**src/rtl/inst_mem_responder.sv**
```systemverilog
// Instruction memory endpoint: one fetch in flight, fixed read latency, val/rdy request and response.
// A host load port fills the backing array while the block is idle.
module inst_mem_responder #(
  parameter int MEM_ADDR_WIDTH = 8,
  parameter int MEM_DATA_WIDTH = 16,
  parameter int MEM_DEPTH      = 256,
  parameter int READ_LATENCY   = 2
) (
  input  logic                      clk,
  input  logic                      reset,
  output logic                      req_rdy,
  input  logic                      req_val,
  input  logic [MEM_ADDR_WIDTH-1:0] req_addr,
  input  logic                      resp_rdy,
  output logic                      resp_val,
  output logic [MEM_DATA_WIDTH-1:0] resp_inst,
  input  logic                      load_val,
  input  logic [MEM_ADDR_WIDTH-1:0] load_addr,
  input  logic [MEM_DATA_WIDTH-1:0] load_data,
  output logic                      load_rdy,
  output logic [1:0]                state_dbg
);

  typedef enum logic [1:0] {
    IDLE    = 2'd0,
    WAIT    = 2'd1,
    RESPOND = 2'd2
  } state_e;

  localparam int IDX_W = (MEM_DEPTH > 1) ? $clog2(MEM_DEPTH) : 1;
  localparam logic [MEM_ADDR_WIDTH:0] DEPTH_LIM = (MEM_ADDR_WIDTH+1)'(MEM_DEPTH);
  localparam logic [3:0] CNT_INIT = 4'(READ_LATENCY - 1);

  // Handshake rules: a transfer happens on a rising edge where val and rdy are both 1.
  // req_rdy/load_rdy depend only on the state register and load_val; resp_val is a flop.

  state_e                    state_q, state_d;
  logic [3:0]                cnt_q, cnt_d;
  logic [MEM_ADDR_WIDTH-1:0] addr_q, addr_d;
  logic                      resp_val_q, resp_val_d;
  logic [MEM_DATA_WIDTH-1:0] resp_inst_q, resp_inst_d;

  logic [MEM_DATA_WIDTH-1:0] mem [MEM_DEPTH];

  logic [MEM_ADDR_WIDTH-1:0] rd_addr;
  logic                      rd_in_range;
  logic [MEM_DATA_WIDTH-1:0] rd_data;
  logic                      ld_in_range;

  assign load_rdy  = (state_q == IDLE);
  assign req_rdy   = (state_q == IDLE) && !load_val;
  assign resp_val  = resp_val_q;
  assign resp_inst = resp_inst_q;
  assign state_dbg = state_q;

  // With a latency of 1 the read happens on the accepting edge, before addr_q holds the address.
  assign rd_addr     = (state_q == IDLE) ? req_addr : addr_q;
  assign rd_in_range = ({1'b0, rd_addr} < DEPTH_LIM);
  assign rd_data     = rd_in_range ? mem[rd_addr[IDX_W-1:0]] : '0;
  assign ld_in_range = ({1'b0, load_addr} < DEPTH_LIM);

  always_ff @(posedge clk) begin
    if (load_val && load_rdy && ld_in_range) begin
      mem[load_addr[IDX_W-1:0]] <= load_data;
    end
  end

  always_comb begin
    state_d     = state_q;
    cnt_d       = cnt_q;
    addr_d      = addr_q;
    resp_val_d  = resp_val_q;
    resp_inst_d = resp_inst_q;
    case (state_q)
      IDLE: begin
        if (req_val && req_rdy) begin
          addr_d = req_addr;
          if (READ_LATENCY == 1) begin
            state_d     = RESPOND;
            resp_val_d  = 1'b1;
            resp_inst_d = rd_data;
          end else begin
            state_d = WAIT;
            cnt_d   = CNT_INIT;
          end
        end
      end
      WAIT: begin
        cnt_d = cnt_q - 4'd1;
        if (cnt_q == 4'd1) begin
          state_d     = RESPOND;
          resp_val_d  = 1'b1;
          resp_inst_d = rd_data;
        end
      end
      RESPOND: begin
        if (resp_rdy) begin
          state_d     = IDLE;
          resp_val_d  = 1'b0;
          resp_inst_d = '0;
        end
      end
      default: state_d = IDLE;
    endcase
  end

  always_ff @(posedge clk) begin
    if (!reset) begin
      state_q     <= IDLE;
      cnt_q       <= 4'd0;
      addr_q      <= '0;
      resp_val_q  <= 1'b0;
      resp_inst_q <= '0;
    end else begin
      state_q     <= state_d;
      cnt_q       <= cnt_d;
      addr_q      <= addr_d;
      resp_val_q  <= resp_val_d;
      resp_inst_q <= resp_inst_d;
    end
  end

endmodule

```
**config.mk**
```make
export PLATFORM = sky130hd
export DESIGN_NAME = inst_mem_responder
export DESIGN_NICKNAME = d
export VERILOG_FILES = /design/src/rtl/inst_mem_responder.sv
export SDC_FILE = /design/constraint.sdc
export NUM_CORES = 2
export LEC_CHECK = 0
export CAP_MARGIN = 40
export CORE_AREA = 2 2 736 555
export CTS_BUF_LIST = sky130_fd_sc_hd__clkbuf_4
export DETAILED_ROUTE_END_ITERATION = 6
export DIE_AREA = 0 0 738 557
export PLACE_DENSITY_LB_ADDON = 0.3
export REMOVE_ABC_BUFFERS = 1
export SLEW_MARGIN = 20
export SYNTH_ARGS = -nofsm -noshare
export SYNTH_HDL_FRONTEND = slang
export SYNTH_SLANG_ARGS = --single-unit
```
**constraint.sdc**
```tcl
create_clock -name clk -period 4.05 [get_ports clk]
set_input_delay 1.0125 -clock clk [delete_from_list [all_inputs] [get_ports clk]]
set_output_delay 1.0125 -clock clk [all_outputs]
set_load 0.005 [all_outputs]
```
After elaboration in Yosys (flattened, before gate mapping). Memory sizes are Yosys's and may differ from the RTL's. Cells that the tools add are included.

Bits in writable memories: 4096. Memories: 1. Bits in read-only memories: 0. Bits in latches: 0. Input port bits: 37. Flip-flop bits (word level): 31. Output and inout port bits: 21. Logic and storage cells: 39.

Memories: mem (words 256, bits a word 16, read ports 1, clocked after Yosys merged registers in 0, wr ports 1, line 43) `logic [MEM_DATA_WIDTH-1:0] mem [MEM_DEPTH];`.

Equality and inequality tests: 6. Order comparisons: 0. $mul: 0. Muxes and demuxes: 15. Reductions and logical operators: 11. Add/sub/neg operators: 1. Bitwise operators: 0. Shift-type cells: 0. Divide/modulo/power cells: 0.

Operator list (number): $mux 16 (2); $pmux 16 s2 (1); $mux 8 (1); $pmux 4 s2 (1); $mux 2 (3); $pmux 2 s3 (1); $reduce_and 3->1 (2); $eq 4x1->1 const B (1); $mux 1 (4); $mux 4 (1); $ne 2x2->1 const B (2); $reduce_and 2->1 (2); $reduce_bool 2->1 (2); $sub 4x1->4 const B (1); $logic_and 1x1->1 (3); $eq 2x1->1 const B (1); $eq 2x2->1 const B (1); $logic_not 2->1 (1); $ne 2x1->1 const B (1); $pmux 1 s2 (1); $logic_not 1->1 (1).

Depth between registers and ports, before layout.
Depth in word-level cells: 5. Mapped depth: 16. Depth with buffers taken out: 9.

Least setup slack after synthesis. Ideal clock, no wire load.

Path type: input -> register. Start point: input port req_addr[0]. End point: register resp_inst_q[15], in the netlist resp_inst[15]. Arrival: 3.216 ns. Path slack: 0.711 ns. Path buffers: 4. Required time: 3.927 ns. Stages on the path: 12. Path through: or3b_1 > buf_6 > nand2_8 > buf_12 > buf_12 > buf_4 > mux4_2 > a22o_1 > a211oi_1 > nand4_1 > nand4_1 > o211ai_2.

Cells in the longest elaborated chain, start to end: 4.

RTL lines: start: declaration (line 13) `input logic [MEM_ADDR_WIDTH-1:0] req_addr,`; $mux 8 (line 57) `assign rd_addr = (state_q == IDLE) ? req_addr : addr_q;`; $mem_v2 256x16; $mux 16 (line 90) `if (cnt_q == 4'd1) begin`; $pmux 16 s2 (line 74) `case (state_q)`; end signal: assignment (line 119) `resp_inst_q <= resp_inst_d;`; end: declaration (line 41) `logic [MEM_DATA_WIDTH-1:0] resp_inst_q, resp_inst_d;`.

Every way passes these cells. The select of a mux whose other input is x is not followed. A chain may end at the register's enable or synchronous reset.

Worst setup path in the final report.
Start point: register state_q[1], in the netlist state_dbg[1]. End point: register resp_inst_q[5], in the netlist resp_inst[5].

Cells in the longest elaborated chain, start to end: 5. Elaborated cells between the ends (all ways): 11.

RTL lines: start: declaration (line 37) `state_e state_q, state_d;`; start signal: assignment (line 115) `state_q <= state_d;`; $logic_not 2->1 (line 57); $mux 8 (line 57); $mem_v2 256x16; $mux 16 (line 90); $pmux 16 s2 (line 74).

Parallel ways exist; a longest one is shown, timed or not. The select of a mux whose other input is x is not followed.

==> flow_summary.json <==
{
  "wl_per_cell_um": 31.01,
  "synth_seq_area_share_pct": 76.83,
  "avgViaCountPerCell": 5.879,
  "synthToLayoutAreaGrowth_pct": 19.75,
  "synth_largest_area_cell": "edfxtp_1",
  "layout-drive-gt1-share_pct": 30.39,
  "cts_tree": "yes",
  "synthFlopType": "edfxtp_1",
  "failed_checks": "DRC, setup timing",
  "peakVddDrop_v": 0.0003368,
  "clkTransAtPathRegs_ns": 0.07,
  "skew_ns": 0.1654,
  "avgSynthCellArea_um2": 17.41,
  "die_x_um": 738,
  "rsz0062_at_grt": "true",
  "grt.total_usage_pct": 25.51,
  "hold_slack_ns": 0.1361,
  "dp_hpwl_mm": 348.7,
  "yosysUniqueCellTypes": 80,
  "start_util_pct": 39.72,
  "finalSetupViolations": 2,
  "slew_headroom_pct": 23.28,
  "maxCapViolCount": 0,
  "required_ns": 5.45,
  "final_core_util_pct": 47.56,
  "vias": 101831,
  "yosysTopAreaCellShare_pct": 76.44,
  "htree_levels": 6,
  "crit_fanout": 26,
  "cp-end-kind": "flip-flop",
  "clk_path_buf_depth": 4,
  "outcome": "complete, but fails checks",
  "max_freq_mhz": 246.2,
  "fin_crit_ns": 4.061,
  "ys_warn_count": 0,
  "grt_remaining_overflow": 0,
  "max_slew.worst_pin.slew_ns": 1.151,
  "synth_edf_count": 4096,
  "numCtsBuffers": 925,
  "async_flop_share_pct": 0,
  "fillers": 34201,
  "antenna_left": 0,
  "power_density_nw_per_um2": 461.8,
  "start_kind": "flip-flop",
  "reg2regPathDepth": 13,
  "coreArea_um2": 405100,
  "rows": 203,
  "drc": 1,
  "grt_pass1_vias": 98081,
  "grt_first_pass_wirelength_mm": 745.1,
  "cts_sinks": 4127,
  "period_share_pct": 100.3,
  "routed_wl_mm": 537.2,
  "setup_ws_ns": -0.01141,
  "root_buffer": "clkbuf_4",
  "leakagePower_nw": 64.52,
  "hold_path.class": "input port to flip-flop",
  "finalHoldViolations": 0,
  "dieHeight_um": 557,
  "ys_ff_latch": 4127,
  "antenna_found_initial": 53,
  "place_congestion": 0.9355,
  "grt_max_degree": 127,
  "final_cells": 17322,
  "dp_cells": 15632,
  "clk_latency_ns": 1.55,
  "synth_cells": 9241,
  "synth.area.top_cells": "edfxtp_1 (76%), mux4_2 (6.1%), nand2_1 (3.1%)",
  "synth_area_um2": 160900,
  "port-buffer-count": 57,
  "critPathKind": "flip-flop to flip-flop",
  "finalNetCount": 11203,
  "cp.arrival_ns": 5.46,
  "first_pass_iters": 7,
  "worstHoldPathCells": 3,
  "pin_count": 58,
  "drtIter0Drc": 16763,
  "fp.dieArea_um2": 411100,
  "maxSlewViolCount": 0
}
==> layer usage <==
metal  track usage [%]  vias to the layer above  share of wire [%]
li1                  -                    41538                  -
met1             37.21                    51990                 40
met2             35.93                     7285                 42
met3             8.146                      996                 14
met4             8.928                       22                3.7
met5                 0                        -              0.029
==> through the flow <==
step                cell area, um^2  power (mW)  setup TNS [ns]  worst slack, ns
floorplan                    157200       53.70         -359.46           -23.36
global placement             180300       56.86          -16.30           -1.224
detailed placement           180300       56.98          -15.60           -1.221
CTS                          192300       89.14               0         0.002622
global route                 192600       91.77        -0.01749         -0.01404
finish                       192700       88.98        -0.01463         -0.01141
==> cells in the final DEF (no fill, tap or decap), drive strengths merged, types with 178 or more instances in the layout <==
master / Yosys / final
buf: 348 / 1554
clkinv: 0 / 204
a211oi: 231 / 231
edfxtp: 4096 / 4096
mux2i: 295 / 295
clkbuf: 270 / 1373
nand2: 1321 / 1321
nand3: 435 / 435
and3: 205 / 205
a21oi: 178 / 178
mux4: 456 / 456
nor2: 287 / 287
==> cells in the mapped netlist, types with 20 or more instances <==
cell type	n
nor2_1	286
a211oi_1	231
mux4_2	436
nand4_1	56
nor3_1	22
mux2i_1	295
and3_1	205
buf_6	62
buf_1	50
o22ai_1	29
clkbuf_1	270
buf_4	45
buf_12	26
mux4_1	20
nand3_1	435
nor4_1	30
nand2_1	1320
a311oi_1	79
o211ai_1	39
a31oi_1	129
buf_2	150
a21oi_1	178
dfxtp_1	31
a32oi_1	177
a22oi_1	126
edfxtp_1	4096
a22o_1	46
o21ai_0	121
==> state kept, by name, indices dropped and copies added (netlist names) <==
register	cells
state_dbg	2
cnt_q	4
addr_q	8
mem	4096
resp_inst	16
resp_val	1
==> power breakdown <==
part           total [mW]  internal, mW  switching (mW)
Sequential           47.0          47.0          0.0382
Combinational        9.39          3.49            5.89
Clock                32.6          16.1            16.5
==> logic make-up after synthesis <==
kind of cell / after synthesis / share of synthesized area, %
flops: 4127 / 76.83
simple gates: 2426 / 6.644
compound gates: 1299 / 5.824
mux: 763 / 8.349
buf+inv: 624 / 2.338
fa+ha+maj: 2 / 0.01555
==> area by class of cell <==
class / count / area (um^2) / area share [%]
tap: 5432 / 6797 / 3.527
clock inverter: 246 / 1331 / 0.6909
timing repair buffer: 1615 / 16370 / 8.495
sequential: 4127 / 123600 / 64.16
antenna: 38 / 95.09 / 0.04935
inverter: 5 / 26.28 / 0.01364
multi-input combinational: 4490 / 34160 / 17.73
clock buffer: 1369 / 10280 / 5.334
==> what timing repair did <==
item	4_1_cts	5_1_grt
buffers inserted	6	10
gates cloned	0	3
resized for setup	28	24
hold endpoints to repair	488	48
hold buffers	15	1
pin swaps	6	10
endpoints found under the setup margin	13	8
==> final timing paths <==
check	from	to	slack (ns)
hold reg to reg	cnt_q[3]	cnt_q[3]	0.47
hold / removal	req_addr[6]	addr_q[6]	0.14
setup reg to reg	state_dbg[1]	resp_inst[5]	-0.01
setup / recovery	state_dbg[1]	resp_inst[5]	-0.01
==> worst max-delay path, stage by stage (launching register included) <==
cell      delay (ns)
dfxtp_4         0.39
buf_4           0.19
or3b_4          0.44
nand2_8         0.14
buf_12          0.21
buf_16          0.22
buf_16          0.20
buf_4           0.16
mux4_2          0.50
a22oi_2         0.21
nand3_2         0.20
o211ai_1        0.70
buf_4           0.22
o211ai_1        0.07
Note: power is estimated with default switching activity, not from simulation.
